## src/rtl/pair_eval_scheduler.sv

```systemverilog
// Round-robin scheduler for two requesters sharing a select-driven operand evaluator.
// Each grant sweeps select 0 (bank A) then select 1 (bank B) and returns both passes on one response.
module pair_eval_scheduler #(
  parameter int NPAIR = 4
) (
  input  logic                 clk,
  input  logic                 rst,
  input  logic                 req0_valid,
  output logic                 req0_ready,
  input  logic [2*NPAIR-1:0]   req0_a,
  input  logic [2*NPAIR-1:0]   req0_b,
  input  logic                 req1_valid,
  output logic                 req1_ready,
  input  logic [2*NPAIR-1:0]   req1_a,
  input  logic [2*NPAIR-1:0]   req1_b,
  output logic                 dp_sel,
  output logic                 busy,
  output logic                 rsp_valid,
  input  logic                 rsp_ready,
  output logic                 rsp_id,
  output logic [NPAIR-1:0]     rsp_flags0,
  output logic [NPAIR-1:0]     rsp_flags1,
  output logic                 rsp_sum0,
  output logic                 rsp_sum1
);

  localparam int W = 2 * NPAIR;

  typedef enum logic [1:0] {S_IDLE, S_EVAL0, S_EVAL1, S_RESP} state_t;

  state_t           state_q;
  logic             rr_q;
  logic [W-1:0]     a_q;
  logic [W-1:0]     b_q;
  logic             dp_sel_q;
  logic             busy_q;
  logic             rsp_valid_q;
  logic             rsp_id_q;
  logic [NPAIR-1:0] flags0_q;
  logic [NPAIR-1:0] flags1_q;
  logic             sum0_q;
  logic             sum1_q;

  function automatic logic [NPAIR-1:0] pair_and(input logic [W-1:0] x);
    logic [NPAIR-1:0] f;
    for (int k = 0; k < NPAIR; k++) f[k] = x[2*k] & x[2*k+1];
    return f;
  endfunction

  function automatic logic nand_of_ors(input logic [NPAIR-1:0] f);
    logic acc;
    acc = 1'b1;
    for (int g = 0; g < NPAIR/2; g++) acc = acc & (f[2*g] | f[2*g+1]);
    return ~acc;
  endfunction

  logic             idle;
  logic             gnt_id;
  logic             accept;
  logic [W-1:0]     dp_x;
  logic [NPAIR-1:0] pass_flags;
  logic             pass_sum;

  // Requester 1 wins when it is alone or when the pointer favours it.
  always_comb begin
    idle       = (state_q == S_IDLE) && !rst;
    gnt_id     = req1_valid & (~req0_valid | rr_q);
    req0_ready = idle & req0_valid & ~gnt_id;
    req1_ready = idle & req1_valid & gnt_id;
    accept     = req0_ready | req1_ready;
    dp_x       = dp_sel_q ? b_q : a_q;
    pass_flags = pair_and(dp_x);
    pass_sum   = nand_of_ors(pass_flags);
  end

  always_ff @(posedge clk) begin
    if (rst) begin
      state_q     <= S_IDLE;
      rr_q        <= 1'b0;
      a_q         <= '0;
      b_q         <= '0;
      dp_sel_q    <= 1'b0;
      busy_q      <= 1'b0;
      rsp_valid_q <= 1'b0;
      rsp_id_q    <= 1'b0;
      flags0_q    <= '0;
      flags1_q    <= '0;
      sum0_q      <= 1'b0;
      sum1_q      <= 1'b0;
    end else begin
      case (state_q)
        S_IDLE: begin
          if (accept) begin
            a_q      <= gnt_id ? req1_a : req0_a;
            b_q      <= gnt_id ? req1_b : req0_b;
            rsp_id_q <= gnt_id;
            rr_q     <= ~gnt_id;
            busy_q   <= 1'b1;
            state_q  <= S_EVAL0;
          end
        end
        // Outputs are registered, so dp_sel is raised on entry to EVAL1.
        S_EVAL0: begin
          flags0_q <= pass_flags;
          sum0_q   <= pass_sum;
          dp_sel_q <= 1'b1;
          state_q  <= S_EVAL1;
        end
        S_EVAL1: begin
          flags1_q    <= pass_flags;
          sum1_q      <= pass_sum;
          dp_sel_q    <= 1'b0;
          rsp_valid_q <= 1'b1;
          state_q     <= S_RESP;
        end
        S_RESP: begin
          if (rsp_ready) begin
            rsp_valid_q <= 1'b0;
            busy_q      <= 1'b0;
            state_q     <= S_IDLE;
          end
        end
        default: state_q <= S_IDLE;
      endcase
    end
  end

  assign dp_sel     = dp_sel_q;
  assign busy       = busy_q;
  assign rsp_valid  = rsp_valid_q;
  assign rsp_id     = rsp_id_q;
  assign rsp_flags0 = flags0_q;
  assign rsp_flags1 = flags1_q;
  assign rsp_sum0   = sum0_q;
  assign rsp_sum1   = sum1_q;

endmodule
```

## config.mk

```make
export PLATFORM = sky130hd
export DESIGN_NAME = pair_eval_scheduler
export DESIGN_NICKNAME = d
export VERILOG_FILES = /design/src/rtl/pair_eval_scheduler.sv
export SDC_FILE = /design/constraint.sdc
export NUM_CORES = 1
export LEC_CHECK = 0
export CAP_MARGIN = 20
export CELL_PAD_IN_SITES_DETAIL_PLACEMENT = 1
export CELL_PAD_IN_SITES_GLOBAL_PLACEMENT = 2
export CORE_MARGIN = 1.5
export CORE_UTILIZATION = 28
export DETAILED_ROUTE_END_ITERATION = 12
export PLACE_DENSITY_LB_ADDON = 0.1
export SYNTH_ARGS = -nofsm -noshare
export SYNTH_HDL_FRONTEND = slang
export SYNTH_SLANG_ARGS = --single-unit
```

## constraint.sdc

```tcl
create_clock -name clk -period 2.5 [get_ports clk]
set_input_delay 0.75 -clock clk [delete_from_list [all_inputs] [get_ports clk]]
set_output_delay 0.75 -clock clk [all_outputs]
set_load 0.02 [all_outputs]
```

==> reports/summary.txt, run 1 <==
Status -> completed
Mux cell area share after synthesis -> 11.90%
Area growth from synthesis to layout -> 46.20%
Largest cells by area after synthesis -> dfxtp_1 44%, a211oi_1 13%, mux2i_1 12%
FP Rows -> 26
Number of global-route vias before repair -> 1409
FMAX -> 409.3 MHz
Total vias in the final route -> 1357
Part of the cycle the worst path needs -> 97.73%
Mapped Cells -> 161
Met1 Track Usage GR -> 16.02%
Num ports -> 53
Main combinational cell family by area after synthesis -> compound AO/OA/AOI/OAI gates
Area occupied by multi-input gates -> 758.2 sq um
Hold Vio Cnt, Final -> 0
Hold_buf cts -> 0
N_diodes -> 0
WL/cell -> 13.66 um
Compound-Gate Fraction of Synth Area -> 20.50%
Final Cell Area -> 2213 sq um
Met2 usage -> 24.91%
First-pass GRT wire length -> 6561 um
EDFF count, synth -> 0
Post-synthesis sequential element count -> 33
Share of layout cells above drive strength 1 -> 10.05%
Leakage -> 0.9041 nW
Arr. time, crit path -> 1.69 ns
Final GP Congestion -> 0.7129
Pin count of the biggest net entering global routing -> 33
Syn Area/Cell -> 9.403 sq um
Post-synth top area share -> 43.64%
Port buffer count -> 52
Total GRT Usage -> 14.30%
Initial antenna violation count -> 0
Most common cell in the netlist -> nor2_1
Die W -> 76.53 um
Synth warn -> 0
FILL cells -> 602
TritonCTS sink count -> 33
HPWL after detailed placement -> 3050 um
H-tree depth -> 2
Die area -> 5857 sq um
Clk_skew -> 0.005234 ns
Most instantiated cells after synthesis -> 35 x nor2_1, 33 x dfxtp_1, 27 x a211oi_1
Net Count, Synth -> 203
Clock latency on the worst-skew pair -> 0.29 ns
Hold crit path type -> reg2reg
Synth area leader -> dfxtp_1
GR peak layer -> met2
Area after DPL -> 2137 sq um
Synth Cell Area -> 1514 sq um
Adder-cell share of the synthesized area -> 4.132%
WS Path Type -> in2out
Critical path startpoint category -> input pin
CTS clk-pin slew, worst paths -> 0.06 ns
RSZ-0062 raised after global routing -> false
Max Cap Viol -> 0
Die H -> 76.53 um
DRT antenna net count -> 0
Crit path max fanout -> 4
DR pass1 iterations -> 4
Crit. End Element -> primary output
Post-Layout Cell Count -> 289
Slew headroom -> 70.00%
XOR/XNOR Fraction of Synth Area -> 0%
GR Util met3 -> 3.713%
Seq. cell area -> 660.6 sq um
Slew Viols, Final -> 0
CTS Buffer Depth -> 2
Peak VDD IR -> 0.3463 mV
Root Buffer -> clkbuf_8
Final setup viols -> 0
Vias per inst -> 4.696
Placed instance count -> 282
Post-Synth Simple-Gate Area -> 13.55%
Initial Util -> 29.27%
Worst slew pin tran -> 0.4499 ns
DR iter-0 viols -> 27
Yosys cell types -> 28
Top FF cell, synth -> dfxtp_1
Core area -> 5172 sq um
CTS tree -> built
Crit path time final -> 2.443 ns
Setup Fix Bufs, Post-CTS -> 0
Overflow after GRT -> 0
Sequential share of the synthesized area -> 43.64%
Worst Path Required -> 1.75 ns
PwrDens -> 946.2 nW/um^2
Final net count -> 261
Post-synth ARST share -> 0%
Number of remaining DRC errors -> 0
Total wire length -> 3947 um
Clock buffer count from CTS -> 5
[sequential cells by signal (all words and copies together), names as in the netlist]
| register | flops |
|---|---|
| dp_sel | 1 |
| rr_q | 1 |
| rsp_flags1 | 4 |
| rsp_sum1 | 1 |
| b_q | 8 |
| rsp_sum0 | 1 |
| state_q | 2 |
| a_q | 8 |
| rsp_valid | 1 |
| rsp_id | 1 |
| rsp_flags0 | 4 |
| busy | 1 |
[cell type report]
| class | count | share of cell area (%) |
|---|---|---|
| Timing Repair Buffer | 62 | 27.02 |
| Sequential cell | 33 | 29.85 |
| Tap cell | 70 | 3.957 |
| Multi-Input combinational cell | 111 | 34.26 |
| Clock buffer | 7 | 3.901 |
| Inverter | 6 | 1.018 |
[worst max-delay path: stages]
cell and delay (ns):
clkdlybuf4s50_1 0.47, nand2b_1 0.20, nor2_1 0.11, buf_4 0.16
[placed cells by master, fill, tap and decap left out]
cell and instances:
clkdlybuf4s50_1 48, nor2_1 35, dfxtp_1 33, a211oi_1 27
mux2i_1 18, buf_4 10, clkbuf_8 6, inv_1 5
ha_1 5, a21oi_1 4, and3b_1 4, a31oi_1 4
nand2_1 2, a2bb2oi_1 2, dlygate4sd2_1 2, inv_2 1
o21ai_2 1, nor3b_2 1, nand2b_1 1, o21bai_1 1
nor2b_1 1, a311oi_1 1, nor2_2 1, o31ai_1 1
o21ai_0 1, a22oi_1 1, clkbuf_1 1, buf_2 1
buf_12 1
[report_power, final]
part | leakage, nW | switching [W] | internal [W] | total, W
clock network | 0.0443 | 0.000185 | 0.000218 | 0.000403
registers | 0.272 | 0.0000981 | 0.000698 | 0.000797
logic | 0.588 | 0.000458 | 0.000436 | 0.000895
total | 0.904 | 0.000741 | 0.00135 | 0.00209
[cells by family (layout without fill, tap and decap cells)]
family / after synthesis / count (layout)
mux: 18 / 18
compound gates: 43 / 43
flops: 33 / 33
simple gates: 45 / 45
fa+ha+maj: 5 / 5
buf+inv: 17 / 75
[worst paths after layout]
path	cells past startpoint	slack, ns	endpoint	start
setup / recovery	4	0.06	req1_ready	rst
hold / removal	2	0.49	rsp_flags0[3]$_SDFFE_PP0N_	rsp_flags0[3]$_SDFFE_PP0N_
setup reg to reg	8	0.83	a_q[1]$_SDFFE_PP0P_	state_q[0]$_SDFFE_PP0P_
hold reg to reg	2	0.49	rsp_flags0[3]$_SDFFE_PP0N_	rsp_flags0[3]$_SDFFE_PP0N_
[stage by stage]
step	hold slack (ns)	setup slack, ns	setup TNS (ns)	util (%)	total power (W)
3_3_place_gp	0.4730	-0.4632	-0.8659	41.32	0.001686
2_1_floorplan	0.4732	0.2326	0	-	0.001332
4_1_cts	0.4945	0.02966	0	42.79	0.002131
5_1_grt	0.5153	0.01941	0	42.79	0.002244
3_5_place_dp	0.4861	-0.5681	-1.083	41.32	0.001722
6_report	0.4887	0.05676	0	42.79	0.002094
[routing by layer]
layer  share of wire [%]  wire (um)  vias up
met5                   0          0        -
met4                 2.1         83        0
met3                 4.3        170        7
met2                  52       2037       33
met1                  42       1656      628
li1                    -          -      689
[repair_timing]
action                                  in CTS  in global routing
hold endpoints to repair                     0                  0
gates resized for setup                     11                  0
endpoints found under the setup margin       2                  0
(Power assumes the default switching activity.)
==> run 2, diff against run 1 <==
--- a/config.mk
+++ b/config.mk
@@ -12,6 +12,7 @@
 export CORE_UTILIZATION = 28
 export DETAILED_ROUTE_END_ITERATION = 12
 export PLACE_DENSITY_LB_ADDON = 0.1
+export REMOVE_ABC_BUFFERS = 1
 export SYNTH_ARGS = -nofsm -noshare
 export SYNTH_HDL_FRONTEND = slang
 export SYNTH_SLANG_ARGS = --single-unit
==> run 2 against run 1 <==
Combinational power is 0.6% lower. First-iteration DRC count stayed put. Critical path depth increased by 1. Worst hold slack is essentially flat. Global-route usage grew 0.83 points. Maximum frequency hardly changed. Sequential cell count did not move. Sequential power is essentially flat. Utilization is 0.39 points higher. Sequential share of layout area is 0.27 points lower. Critical endpoint unchanged.
==> reports/summary.txt, run 2 (synthesis results as in run 1) <==
Num ports -> 53 (unchanged)
Setup Fix Bufs, Post-CTS -> 0 (unchanged)
Number of global-route vias before repair -> 1429 (+1.4%)
CTS Buffer Depth -> 2 (unchanged)
Number of remaining DRC errors -> 0 (unchanged)
Overflow after GRT -> 0 (unchanged)
Status -> completed
Critical path startpoint category -> input pin
Leakage -> 0.9136 nW (+1.0%)
Slew Viols, Final -> 0 (unchanged)
Dpl ws -> -0.5308 ns (+0.03733 ns)
DRT antenna net count -> 0 (unchanged)
Final GP Congestion -> 0.7147 (+0.25%)
DR iter-0 viols -> 27 (unchanged)
Final net count -> 260 (-0.38%)
Slew headroom -> 67.15% (-2.9 points)
H-tree depth -> 2 (unchanged)
Crit. End Element -> primary output
Total GRT Usage -> 15.13% (+0.83 points)
Final WS setup -> 0.05853 ns (+0.001775 ns)
Hold crit path type -> reg2reg
Clock buffer count from CTS -> 5 (unchanged)
WS Path Type -> in2out
Max Cap Viol -> 0 (unchanged)
Die H -> 76.53 um (unchanged)
CTS clk-pin slew, worst paths -> 0.07 ns (about the same)
Area after DPL -> 2130 sq um (-0.35%)
Pin count of the biggest net entering global routing -> 33 (unchanged)
N_diodes -> 0 (unchanged)
First-pass GRT wire length -> 6858 um (+4.5%)
DR pass1 iterations -> 4 (unchanged)
CTS resizes -> 10 (-1)
Commonest non-fill, non-tap cell in the layout -> clkdlybuf4s50_1
Initial antenna violation count -> 0 (unchanged)
Die area -> 5857 sq um (unchanged)
CTS tree -> built
Root Buffer -> clkbuf_8
Hold Vio Cnt, Final -> 0 (unchanged)
Final setup viols -> 0 (unchanged)
Hold_buf cts -> 0 (unchanged)
Part of the cycle the worst path needs -> 97.66% (about the same)
Peak VDD IR -> 0.2589 mV (-25%)
Clk_skew -> 0.003313 ns (-0.001921 ns)
PwrDens -> 989.1 nW/um^2 (+4.5%)
Clock latency on the worst-skew pair -> 0.28 ns (about the same)
Crit path max fanout -> 2 (-2)
Arr. time, crit path -> 1.69 ns (about the same)
Total wire length -> 4159 um (+5.4%)
Crit path time final -> 2.441 ns (-0.001775 ns)
Most frequent cells in the layout -> 48 x clkdlybuf4s50_1, 35 x nor2_1, 33 x dfxtp_1
Biggest regs -> a_q (8), b_q (8)
Fin Hold WS -> 0.4890 ns (+0.0003160 ns)
PnR Total Power -> 0.002209 W (+5.5%)
TritonCTS sink count -> 33 (unchanged)
Final Cell Area -> 2233 sq um (+0.90%)
RSZ-0062 raised after global routing -> false
Die W -> 76.53 um (unchanged)
Worst Path Required -> 1.75 ns (about the same)
FP Rows -> 26 (unchanged)
Area growth from synthesis to layout -> 47.52%
Initial Util -> 29.27% (unchanged)
HPWL after detailed placement -> 3176 um (+4.1%)
WL/cell -> 14.39 um (+5.4%)
Total vias in the final route -> 1378 (+1.5%)
FMAX -> 409.6 MHz (about the same)
Worst slew pin tran -> 0.4904 ns (+0.04048 ns)
FILL cells -> 584 (-3.0%)
Core area -> 5172 sq um (unchanged)
Vias per inst -> 4.768 (+1.5%)
Share of layout cells above drive strength 1 -> 10.05% (unchanged)
Port buffer count -> 52 (unchanged)
run 2: layer usage:
layer | up-vias | global-route usage (%) | part of all wire, %
met5 | - | 0 | 0
met4 | 0 | 5.556 | 1.1
met3 | 4 | 4.192 | 4.7
met2 | 37 | 26.96 | 51
met1 | 647 | 17.10 | 43
li1 | 690 | - | -
run 2: final cells by class:
cell class                      instances  area, sq um  share of cell area, %
Multi-Input combinational cell        111        758.2                  33.95
Sequential cell                        33        660.6                  29.58
Timing Repair Buffer                   61        588.1                  26.33
Tap cell                               70        87.58                  3.922
Clock buffer                            7        86.33                  3.866
Clock inverter                          1        30.03                  1.345
Inverter                                6        22.52                  1.008
run 2: worst paths after layout:
path / from / endpoint / slack [ns] / cells after the start
setup / recovery: req1_valid / req1_ready / 0.06 / 5
hold / removal: rsp_flags1[1]$_SDFFE_PP0P_ / rsp_flags1[1]$_SDFFE_PP0P_ / 0.49 / 2
setup reg to reg: state_q[0]$_SDFFE_PP0P_ / b_q[5]$_SDFFE_PP0P_ / 0.70 / 8
hold reg to reg: rsp_flags1[1]$_SDFFE_PP0P_ / rsp_flags1[1]$_SDFFE_PP0P_ / 0.49 / 2
run 2: power by group:
part           internal [W]  leakage, nW  switching [W]  total, W
combinational      0.000426        0.583       0.000464  0.000890
sequential         0.000698        0.272      0.0000976  0.000796
clock              0.000325       0.0585       0.000198  0.000523
run 2: critical path: stages:
cell and delay (ns):
clkdlybuf4s50_1 0.49, o21ai_2 0.07, buf_4 0.13, nor2_1 0.08
buf_2 0.16
run 2: per-stage QoR:
step	instances	util [%]	setup TNS [ns]
after floorplan	150	-	-0.1823
after global placement	281	41.17	-0.8822
after detailed placement	281	41.17	-1.004
after CTS	289	43.18	0
after global routing	289	43.18	0
final	289	43.18	0
